===== config.mk =====
export PLATFORM = sky130hd
export DESIGN_NAME = cc_random3_source
export DESIGN_NICKNAME = d
export VERILOG_FILES = /design/src/rtl/cc_random3_source.sv
export SDC_FILE = /design/constraint.sdc
export NUM_CORES = 1
export LEC_CHECK = 0
export BUFFER_PORTS_ARGS = -buffer_cell sky130_fd_sc_hd__buf_4
export CAP_MARGIN = 10
export CORE_MARGIN = 1.5
export CORE_UTILIZATION = 52
export CTS_CLUSTER_DIAMETER = 200
export DETAILED_ROUTE_END_ITERATION = 10
export PLACE_DENSITY_LB_ADDON = 0.1
export SYNTH_ARGS = -nofsm -noshare
export SYNTH_HDL_FRONTEND = slang
export SYNTH_SLANG_ARGS = --single-unit

===== constraint.sdc =====
create_clock -name CC_RANDGEN_CLOCK_50 -period 2.15 [get_ports CC_RANDGEN_CLOCK_50]
set_input_delay 0.215 -clock CC_RANDGEN_CLOCK_50 [delete_from_list [all_inputs] [get_ports CC_RANDGEN_CLOCK_50]]
set_output_delay 0.215 -clock CC_RANDGEN_CLOCK_50 [all_outputs]
set_load 0.005 [all_outputs]

===== src/rtl/cc_random3_source.sv =====
// Obstacle-row producer: LFSR random rows interleaved with blank (NADA) gap rows, paced and valid/ready handshaked.
// Optional RANDGEN_SEED_LOAD_EN adds a runtime seed-load port pair.
module cc_random3_source #(
   parameter int          RANDGEN_SELECTWIDTH = 2,
   parameter int          RANDGEN_NADAWIDTH   = 8,
   parameter int          RANDGEN_RANDOMWIDTH = 8,
   parameter int          RANDGEN_PERIOD      = 4,
   parameter int          RANDGEN_GAP_ROWS    = 1,
   parameter logic [7:0]  RANDGEN_SEED        = 8'hA5
) (
   input  logic                           CC_RANDGEN_CLOCK_50,
   input  logic                           CC_RANDGEN_RESET_InLow,
   input  logic                           CC_RANDGEN_enable_In,
   input  logic                           CC_RANDGEN_ready_In,
`ifdef RANDGEN_SEED_LOAD_EN
   input  logic                           CC_RANDGEN_seedLoad_In,
   input  logic [7:0]                     CC_RANDGEN_seed_InBUS,
`endif
   output logic                           CC_RANDGEN_valid_Out,
   output logic [RANDGEN_SELECTWIDTH-1:0] CC_RANDGEN_select_OutBUS,
   output logic [RANDGEN_RANDOMWIDTH-1:0] CC_RANDGEN_RANDOM_OutBUS,
   output logic [RANDGEN_NADAWIDTH-1:0]   CC_RANDGEN_NADA_OutBUS
);

   localparam logic [1:0] ST_IDLE      = 2'd0;
   localparam logic [1:0] ST_PACE      = 2'd1;
   localparam logic [1:0] ST_EMIT_RAND = 2'd2;
   localparam logic [1:0] ST_EMIT_NADA = 2'd3;

   localparam logic [15:0] PACE_RELOAD = 16'(RANDGEN_PERIOD - 1);
   localparam logic [3:0]  GAP_RELOAD  = 4'(RANDGEN_GAP_ROWS);
   localparam logic [7:0]  SEED_EFF    = (RANDGEN_SEED == 8'h00) ? 8'h01 : RANDGEN_SEED;

   logic [1:0]                     state_q, state_d;
   logic [15:0]                    pace_q, pace_d;
   logic [3:0]                     gap_q, gap_d;
   logic [7:0]                     lfsr_q, lfsr_d;
   logic                           valid_q, valid_d;
   logic [RANDGEN_SELECTWIDTH-1:0] sel_q, sel_d;
   logic [RANDGEN_RANDOMWIDTH-1:0] rand_q, rand_d;
   logic [7:0]                     lfsr_adv;

   // An all-zero register would lock up, so it always steps to 8'h01.
   always_comb begin
      if (lfsr_q == 8'h00) begin
         lfsr_adv = 8'h01;
      end else begin
         lfsr_adv = {lfsr_q[6:0], lfsr_q[7] ^ lfsr_q[5] ^ lfsr_q[4] ^ lfsr_q[3]};
      end
   end

   always_comb begin
      state_d = state_q;
      pace_d  = pace_q;
      gap_d   = gap_q;
      lfsr_d  = lfsr_q;
      valid_d = valid_q;
      sel_d   = sel_q;
      rand_d  = rand_q;
      case (state_q)
         ST_IDLE: begin
            if (CC_RANDGEN_enable_In) begin
               state_d = ST_PACE;
               pace_d  = PACE_RELOAD;
            end
         end
         ST_PACE: begin
            if (!CC_RANDGEN_enable_In) begin
               state_d = ST_IDLE;
               pace_d  = '0;
            end else if (pace_q != 16'd0) begin
               pace_d = pace_q - 16'd1;
            end else if (gap_q == 4'd0) begin
               state_d = ST_EMIT_RAND;
               rand_d  = lfsr_q;
               sel_d   = '0;
               valid_d = 1'b1;
               lfsr_d  = lfsr_adv;
            end else begin
               state_d = ST_EMIT_NADA;
               rand_d  = '0;
               sel_d   = RANDGEN_SELECTWIDTH'(1);
               valid_d = 1'b1;
            end
         end
         ST_EMIT_RAND, ST_EMIT_NADA: begin
            // Row stays offered regardless of enable until the consumer takes it.
            if (CC_RANDGEN_ready_In) begin
               valid_d = 1'b0;
               gap_d   = (state_q == ST_EMIT_RAND) ? GAP_RELOAD : gap_q - 4'd1;
               if (CC_RANDGEN_enable_In) begin
                  state_d = ST_PACE;
                  pace_d  = PACE_RELOAD;
               end else begin
                  state_d = ST_IDLE;
               end
            end
         end
         default: state_d = ST_IDLE;
      endcase
`ifdef RANDGEN_SEED_LOAD_EN
      if (CC_RANDGEN_seedLoad_In) begin
         lfsr_d = (CC_RANDGEN_seed_InBUS == 8'h00) ? 8'h01 : CC_RANDGEN_seed_InBUS;
      end
`endif
   end

   always_ff @(posedge CC_RANDGEN_CLOCK_50 or negedge CC_RANDGEN_RESET_InLow) begin
      if (!CC_RANDGEN_RESET_InLow) begin
         state_q <= ST_IDLE;
         pace_q  <= '0;
         gap_q   <= '0;
         lfsr_q  <= SEED_EFF;
         valid_q <= 1'b0;
         sel_q   <= '0;
         rand_q  <= '0;
      end else begin
         state_q <= state_d;
         pace_q  <= pace_d;
         gap_q   <= gap_d;
         lfsr_q  <= lfsr_d;
         valid_q <= valid_d;
         sel_q   <= sel_d;
         rand_q  <= rand_d;
      end
   end

   assign CC_RANDGEN_valid_Out     = valid_q;
   assign CC_RANDGEN_select_OutBUS = sel_q;
   assign CC_RANDGEN_RANDOM_OutBUS = rand_q;
   assign CC_RANDGEN_NADA_OutBUS   = '0;

endmodule

==> results of run 1 <==
synthesized netlist by cell type, drive strengths merged, types with 5 or more instances:
master  number  area [um^2]
nand3        5         37.5
a31oi        5         31.3
nor2         8         37.5
inv          7         26.3
buf         13          109
clkbuf       5         18.8
a21oi       12         60.1
nor4         6         37.5
dfrtp       36          901
o21ai       18         90.1
mux2         9          105
nand4        6         37.5
nor3         6         35.0
a22o        10         87.6
nand2       19         71.3
sequential cells by signal, summed over array words and instances, names as in the netlist:
name                      flops
CC_RANDGEN_RANDOM_OutBUS      8
CC_RANDGEN_select_OutBUS      1
CC_RANDGEN_valid_Out          1
gap_q                         4
lfsr_q                        8
pace_q                       16
state_q                       2
where the power goes:
group          switching, mW  internal [mW]  total, mW
Combinational          0.589          0.434       1.02
Clock                  0.252          0.344      0.596
Sequential             0.143          0.893       1.04
timing repair:
action	4_1_cts	5_1_grt
endpoints found under the hold margin	36	0
setup buffers	0	0
hold buffers	1	0
setup endpoints to repair	0	1
resized for setup	0	1
stage by stage:
stage               setup slack, ns  instance area (um^2)
CTS                          0.0951                  2360
floorplan                     0.158                  2110
global placement              0.166                  2240
detailed placement            0.116                  2240
global route                 0.0210                  2360
finish                       0.0870                  2360
layout make-up:
| class | count | area [um^2] | share of cell area |
|---|---|---|---|
| Multi-Input combinational cell | 149 | 955 | 0.405 |
| Clock buffer | 6 | 72.6 | 0.0308 |
| Inverter | 7 | 26.3 | 0.0111 |
| Timing Repair Buffer | 25 | 203 | 0.0860 |
| Sequential cell | 40 | 1010 | 0.427 |
| Tap cell | 48 | 60.1 | 0.0255 |
| Clock inverter | 2 | 35.0 | 0.0149 |
worst paths after layout:
check / slack, ns / to / start / depth (start not counted)
worst max-delay path: 0.09 / lfsr_q[4] / pace_q[8] / 6
worst min-delay path: 0.24 / state_q[0] / CC_RANDGEN_enable_In / 3
worst max register to register: 0.09 / lfsr_q[4] / pace_q[8] / 6
worst min register to register: 0.48 / CC_RANDGEN_valid_Out / CC_RANDGEN_valid_Out / 2
max in group asynchronous: 1.35 / lfsr_q[2] / CC_RANDGEN_RESET_InLow / 2
min in group asynchronous: 0.44 / pace_q[4] / CC_RANDGEN_RESET_InLow / 2
worst max-delay path, stage by stage, from the launching register on:
cell and delay [ns]:
dfrtp_1 0.45, or4_4 0.55, nor2_4 0.19, nand3_4 0.09
nor2b_2 0.17, buf_12 0.17, mux2_2 0.33
per-layer routing:
layer	wire length (um)	share of wire	vias up
met4	78	0.018	0
met1	1830	0.43	787
met2	2050	0.48	72
li1	-	-	783
met3	265	0.063	13
met5	0	0	-
logic make-up after synthesis:
kind of cell | after synthesis | share of synthesized area
simple gates | 67 | 0.183
compound gates | 60 | 0.188
flops | 40 | 0.483
buf+inv | 25 | 0.0739
mux | 9 | 0.0504
fa+ha+maj | 2 | 0.0120
xor+xnor | 2 | 0.00841
other cells | 1 | 0.00180
layout by cell type, fill, tap and decap left out, types with 3 or more instances in the layout:
| master | n |
|---|---|
| a22o_1 | 10 |
| nor3_1 | 5 |
| nor2_1 | 7 |
| nand3_1 | 4 |
| nand4_1 | 6 |
| nand2_1 | 19 |
| nand2b_1 | 3 |
| o21ai_0 | 18 |
| a31oi_1 | 5 |
| buf_4 | 23 |
| o31ai_1 | 4 |
| inv_1 | 7 |
| mux2_2 | 6 |
| clkbuf_8 | 5 |
| nor4_1 | 6 |
| dfstp_2 | 4 |
| dfrtp_1 | 36 |
| a21oi_1 | 12 |
| conb_1 | 9 |
==> flow_summary.yaml, run 1 <==
run_status:
  status: "finished, final reports clean"
critical_path:
  startpoint_type: "flip-flop"
  crit_arrival_ns: 2.23
  path_max_fanout: 17
  crit_required_ns: 2.32
  end_kind: "flip-flop"
  crit_type: "reg -> reg"
routing:
  first_pass_iters: 5
  antenna_left: 0
  via_per_inst: 5.97
  wl_per_cell_um: 15.2
  drc: 0
  initialDrtViolationCount: 121
  wl_mm: 4.22
  via_count: 1655
global_routing:
  grt_use_met1: 0.256
  grt_pass1_vias: 1574
  use_met3: 0.0511
  grt_overflow: 0
  grtUsageMet2: 0.363
  grt.total_usage: 0.210
  grt.busiest_layer: "met2"
  grt_max_degree: 41
  grt_pass1_wl_mm: 7.03
  antenna_found_initial: 0
finish:
  areaGrowthSynthToFinish_pct: 13.2
  final_util: 0.630
  fill_cells: 324
  antenna_cells: 0
  final_cells: 277
  final_nets: 234
  drive_gt1_frac: 0.214
clock_tree:
  root_buffer: "clkbuf_8"
  path_clk_slew_ns: 0.08
  cts_sinks: 40
  clk_latency_ns: 0.29
  cts_made_buffers: 5
  cts_tree: "done"
  htreeDepth: 2
  clock_path_buffers: 2
floorplanning:
  num_io_pins: 23
  core_um2: 3740
  rows: 22
  die_h_um: 66.3
  start_util: 0.556
  dieArea_um2: 4400
  chipWidth_um: 66.3
synth:
  netlist_area_um2: 2080
  synth_ff_type: "dfrtp_1"
  synthCells: 206
  synth.distinct_cells: 48
  synth-edff-count: 0
  synth.avg_cell_area_um2: 10.1
  async_flop_share: 1.00
  ys_ff_latch: 40
  yosys_warnings: 0
  yosysSeqAreaShare: 0.483
placement:
  gp_congestion: 0.828
  io_buffers: 13
  dpl.hpwl_mm: 2.94
  dp_cells: 268
sta:
  whs_ns: 0.236
  fin_tns_setup_ns: 0
  slew_violations: 0
  finalCriticalPeriod_ns: 2.06
  rsz0062_at_grt: "no"
  fmax_mhz: 485
  finalCritPeriodShare: 0.960
  final-hold-violation-count: 0
  finalClockSkew_ns: 0.00655
  setup_viol: 0
power:
  leakagePower_nw: 1.08
  power.density_nw_per_um2: 1130
  power_mw: 2.66
  vdd_drop_max_v: 0.000560
flow_run:
  drv_cap: 0
worst_hold_path:
  hold_path_class: "in -> reg"
Power figures use the tool's default switching activity.
==> inputs of run 2 (changes only) <==
Settings changed: CORE_UTILIZATION 52 to 54, CTS_BUF_LIST set to sky130_fd_sc_hd__clkbuf_8, MAX_ROUTING_LAYER set to met4.
==> flow_summary.yaml, run 2 (same netlist as run 1, synthesis figures left out) <==
sta:
  slew_violations: 0
  fmax_mhz: 490
  rsz0062_at_grt: "no"
  setup_viol: 0
  finalCriticalPeriod_ns: 2.04
  finalClockSkew_ns: 0.00668
  finalCritPeriodShare: 0.949
  setup_ws_ns: 0.109
  final-hold-violation-count: 0
  fin_tns_setup_ns: 0
  slew_headroom: 0.667
  tightest_slew_ns: 0.500
global_routing:
  grt.total_usage: 0.230
  grt_overflow: 0
  grt_max_degree: 41
  grt_pass1_wl_mm: 7.33
  grt_pass1_vias: 1685
  antenna_found_initial: 0
routing:
  via_count: 1682
  first_pass_iters: 4
  via_per_inst: 6.05
  antenna_left: 0
  drc: 0
  wl_per_cell_um: 15.1
  initialDrtViolationCount: 220
  wl_mm: 4.20
critical_path:
  cpMaxStageDelayCell: "or4_4"
  crit_arrival_ns: 2.21
  crit_type: "reg -> reg"
  path_max_fanout: 17
  end_kind: "flip-flop"
  startpoint_type: "flip-flop"
  slowest_delay_ns: 0.58
  crit_chain: "or4_4 > nor2_4 > nand3_4 > nor2b_2 > buf_12 > mux2_2"
  crit_required_ns: 2.32
power:
  power_mw: 2.58
  power.switching_mw: 0.992
  power.density_nw_per_um2: 1100
  leakagePower_nw: 1.08
  p_int_mw: 1.59
  p_clk_frac: 0.195
  p_sw_frac: 0.385
  comb_power_share: 0.405
  seqPwrFrac: 0.400
  vdd_drop_max_v: 0.000643
floorplanning:
  dieArea_um2: 4240
  die_h_um: 65.1
  rows: 22
  chipWidth_um: 65.1
  core_um2: 3690
  start_util: 0.565
  num_io_pins: 23
placement:
  dpl.hpwl_mm: 2.96
  dp_cells: 269
  post-place-ws_ns: 0.141
  io_buffers: 13
  gp_congestion: 0.861
clock_tree:
  cts_sinks: 40
  root_buffer: "clkbuf_8"
  clk_latency_ns: 0.29
  htreeDepth: 2
  path_clk_slew_ns: 0.08
  clock_path_buffers: 2
  cts_made_buffers: 5
  postCtsSetupRepairBufs: 0
  cts_tree: "done"
finish:
  layout_common_cells: "dfrtp_1 (36), buf_4 (24), nand2_1 (19)"
  final_cells: 278
  final_common_cell: "dfrtp_1"
  final_nets: 235
  top_register: "pace_q"
  drive_gt1_frac: 0.217
  antenna_cells: 0
  largest_reg_flops: 16
  areaGrowthSynthToFinish_pct: 12.7
worst_hold_path:
  hold_path_class: "in -> reg"
run_status:
  status: "finished, final reports clean"
flow_run:
  drv_cap: 0
==> run 2: cell count changes in the layout (fill, tap and decap cells not counted) <==
cell	delta
buf_4	+1
and3_1	+1
and3_2	-1
bufinv_16	-1
clkbuf_1	-1
clkbuf_8	+1
clkinv_2	+1
==> run 2: area by class of cell <==
type / count / area (um^2)
Tap cell: 48 / 60.1
Fill cell: 312 / 1340
Clock inverter: 2 / 10.0
Sequential cell: 40 / 1010
Timing Repair Buffer: 26 / 210
Multi-Input combinational cell: 149 / 953
Inverter: 7 / 26.3
Clock buffer: 6 / 82.6
==> run 2: per-stage QoR <==
stage | instance area [um^2] | utilization | hold slack, ns
2_1_floorplan | 2110 | - | -0.0806
3_3_place_gp | 2250 | 0.609 | 0.213
3_5_place_dp | 2250 | 0.609 | 0.219
4_1_cts | 2350 | 0.637 | 0.231
5_1_grt | 2350 | 0.637 | 0.249
6_report | 2350 | 0.637 | 0.235
==> run 2: power groups by stage <==
stage / Combinational (mW) / Sequential, mW / Clock, mW
3_3_place_gp: 0.978 / 1.03 / 0
3_5_place_dp: 1.02 / 1.04 / 0
5_1_grt: 1.17 / 1.05 / 0.542
2_1_floorplan: 0.725 / 1.02 / 0
6_report: 1.04 / 1.03 / 0.503
4_1_cts: 1.03 / 1.03 / 0.518
==> run 2: metal layers <==
layer  global-route usage  vias up  wire, um
met5                    -        -         0
met4                0.112        0        42
met3               0.0497        4       235
met2                0.380       71      2140
met1                0.268      814      1780
li1                     -      793         -
==> run 2: critical path, delay by kind of cell (launching register included) <==
family	cells	cell delay, ns
simple gates	4	1.03
flops	1	0.40
mux	1	0.33
buf+inv	1	0.16
==> run 2: final timing paths <==
kind / from / end / slack, ns / depth (start not counted)
min: CC_RANDGEN_enable_In / state_q[0] / 0.23 / 3
min in group asynchronous: CC_RANDGEN_RESET_InLow / pace_q[3] / 0.42 / 2
max reg2reg: pace_q[10] / lfsr_q[6] / 0.11 / 6
max: pace_q[10] / lfsr_q[6] / 0.11 / 6
min reg2reg: CC_RANDGEN_valid_Out / CC_RANDGEN_valid_Out / 0.49 / 2
max in group asynchronous: CC_RANDGEN_RESET_InLow / lfsr_q[2] / 1.34 / 2
==> run 2: repair_timing <==
item	in CTS	in global routing
hold endpoints to repair	36	0
hold buffers	1	0
resized for setup	0	0
==> inputs of run 3 (changes only) <==
Settings changed: CORE_ASPECT_RATIO set to 2.
==> flow_summary.yaml, run 3 (same netlist as run 1, synthesis figures left out) <==
clock_tree:
  path_clk_slew_ns: 0.08
  cts_made_buffers: 5
  htreeDepth: 2
  cts_sinks: 40
  cts_tree: "done"
  clock_path_buffers: 2
  cts_resized: 0
  root_buffer: "clkbuf_8"
  clk_latency_ns: 0.29
floorplanning:
  core_um2: 3650
  dieArea_um2: 4260
  start_util: 0.571
  num_io_pins: 23
  die_h_um: 90.8
  rows: 31
  chipWidth_um: 46.9
sta:
  tightest_slew_ns: 0.540
  finalCritPeriodShare: 0.952
  rsz0062_at_grt: "no"
  fmax_mhz: 488
  slew_violations: 0
  fin_tns_setup_ns: 0
  finalCriticalPeriod_ns: 2.05
  slew_headroom: 0.637
  final-hold-violation-count: 0
  setup_viol: 0
  finalClockSkew_ns: 0.0122
power:
  p_int_mw: 1.63
  comb_power_share: 0.405
  vdd_drop_max_v: 0.000650
  seqPwrFrac: 0.393
  p_clk_frac: 0.203
  leakagePower_nw: 1.09
  p_sw_frac: 0.377
  power.density_nw_per_um2: 1100
  power.switching_mw: 0.982
routing:
  wl_per_cell_um: 15.8
  antenna_left: 0
  initialDrtViolationCount: 66
  via_count: 1639
  drc: 0
  via_per_inst: 5.85
  wl_mm: 4.43
  first_pass_iters: 4
critical_path:
  crit_family: "simple AND/OR/NAND/NOR gates"
  worst-r2r-setup-slack_ns: 0.10
  critPathBufInv: 1
  end_kind: "flip-flop"
  reg2reg_depth: 6
  crit_chain: "or4_4 > nor2_4 > nand3_4 > nor2b_2 > buf_12 > mux2_2"
  slowest_delay_ns: 0.57
  crit_arrival_ns: 2.21
  crit_type: "reg -> reg"
  reg2reg_to: "lfsr_q[6]"
  cpMaxStageDelayCell: "or4_4"
  reg2reg_from: "pace_q[9]"
  startpoint_type: "flip-flop"
  crit_required_ns: 2.32
  path_max_fanout: 17
placement:
  io_buffers: 13
  dpl.hpwl_mm: 3.28
  gp_congestion: 0.964
  place_area_um2: 2250
global_routing:
  grt_max_degree: 41
  antenna_found_initial: 0
  grt_pass1_vias: 1717
  grt_overflow: 0
  grt.total_usage: 0.247
  grt_pass1_wl_mm: 7.60
worst_hold_path:
  hold_depth: 3
  holdPathEnd: "state_q[0]"
  hold_path_class: "in -> reg"
  min_from: "CC_RANDGEN_enable_In"
finish:
  antenna_cells: 0
  final_nets: 236
  finalInstanceArea_um2: 2360
  final_common_cell: "dfrtp_1"
  areaGrowthSynthToFinish_pct: 13.5
  layout_common_cells: "dfrtp_1 (36), buf_4 (25), nand2_1 (19)"
  top_register: "pace_q"
  drive_gt1_frac: 0.216
  largest_reg_flops: 16
run_status:
  status: "finished, final reports clean"
flow_run:
  drv_cap: 0
-- run 3: cell count changes in the layout (fill, tap and decap cells not counted), sizes merged --
cell / change
buf: +1
clkbuf: +1
inv: +1
clkinv: -2
-- run 3: metal layers --
layer / track usage / vias up / wire length, um
met5: - / - / 0
met4: 0.109 / 0 / 73
met3: 0.0380 / 6 / 86
met2: 0.417 / 27 / 2600
met1: 0.268 / 821 / 1670
li1: - / 785 / -
-- run 3: worst max-delay path by stage --
stage | to | depth (start not counted) | from
after floorplan | lfsr_q[1] | 7 | pace_q[9]
after global placement | lfsr_q[4] | 6 | pace_q[10]
after detailed placement | lfsr_q[6] | 6 | pace_q[10]
after CTS | lfsr_q[6] | 6 | pace_q[10]
after global routing | lfsr_q[6] | 6 | pace_q[9]
final | lfsr_q[6] | 6 | pace_q[9]
-- run 3: cell type report --
type | instances | area (um^2)
Inverter | 7 | 26.3
Multi-Input combinational cell | 149 | 953
Clock buffer | 7 | 96.3
Tap cell | 49 | 61.3
Clock inverter | 1 | 3.75
Sequential cell | 40 | 1010
Fill cell | 323 | 1280
Timing Repair Buffer | 27 | 218
-- run 3: per-stage QoR --
step	instances	power, mW	setup WS [ns]	hold slack [ns]	utilization
6_report	280	2.61	0.102	0.253	0.649
5_1_grt	280	2.79	0.0398	0.253	0.649
2_1_floorplan	214	1.75	0.158	-0.0806	-
4_1_cts	280	2.62	0.109	0.247	0.649
3_3_place_gp	271	2.04	0.161	0.211	0.618
3_5_place_dp	271	2.08	0.138	0.223	0.618
-- run 3: worst reg2reg max path, delay by kind of cell (launching register included) --
kind | cells | cell delay [ns]
buf+inv | 1 | 0.16
flops | 1 | 0.42
mux | 1 | 0.34
simple gates | 4 | 1.00
-- run 3: repair_timing --
action	4_1_cts	5_1_grt
hold buffers	1	0
setup buffers	0	0
hold endpoints to repair	36	0
endpoints found under the setup margin	0	0
-- run 3: power by group through the flow --
stage                     clock network [mW]  registers, mW  logic [mW]
after detailed placement                   0           1.04        1.04
after CTS                              0.545           1.02        1.05
after floorplan                            0           1.02       0.725
final                                  0.529           1.02        1.06
after global placement                     0           1.03        1.01
after global routing                   0.573           1.05        1.17
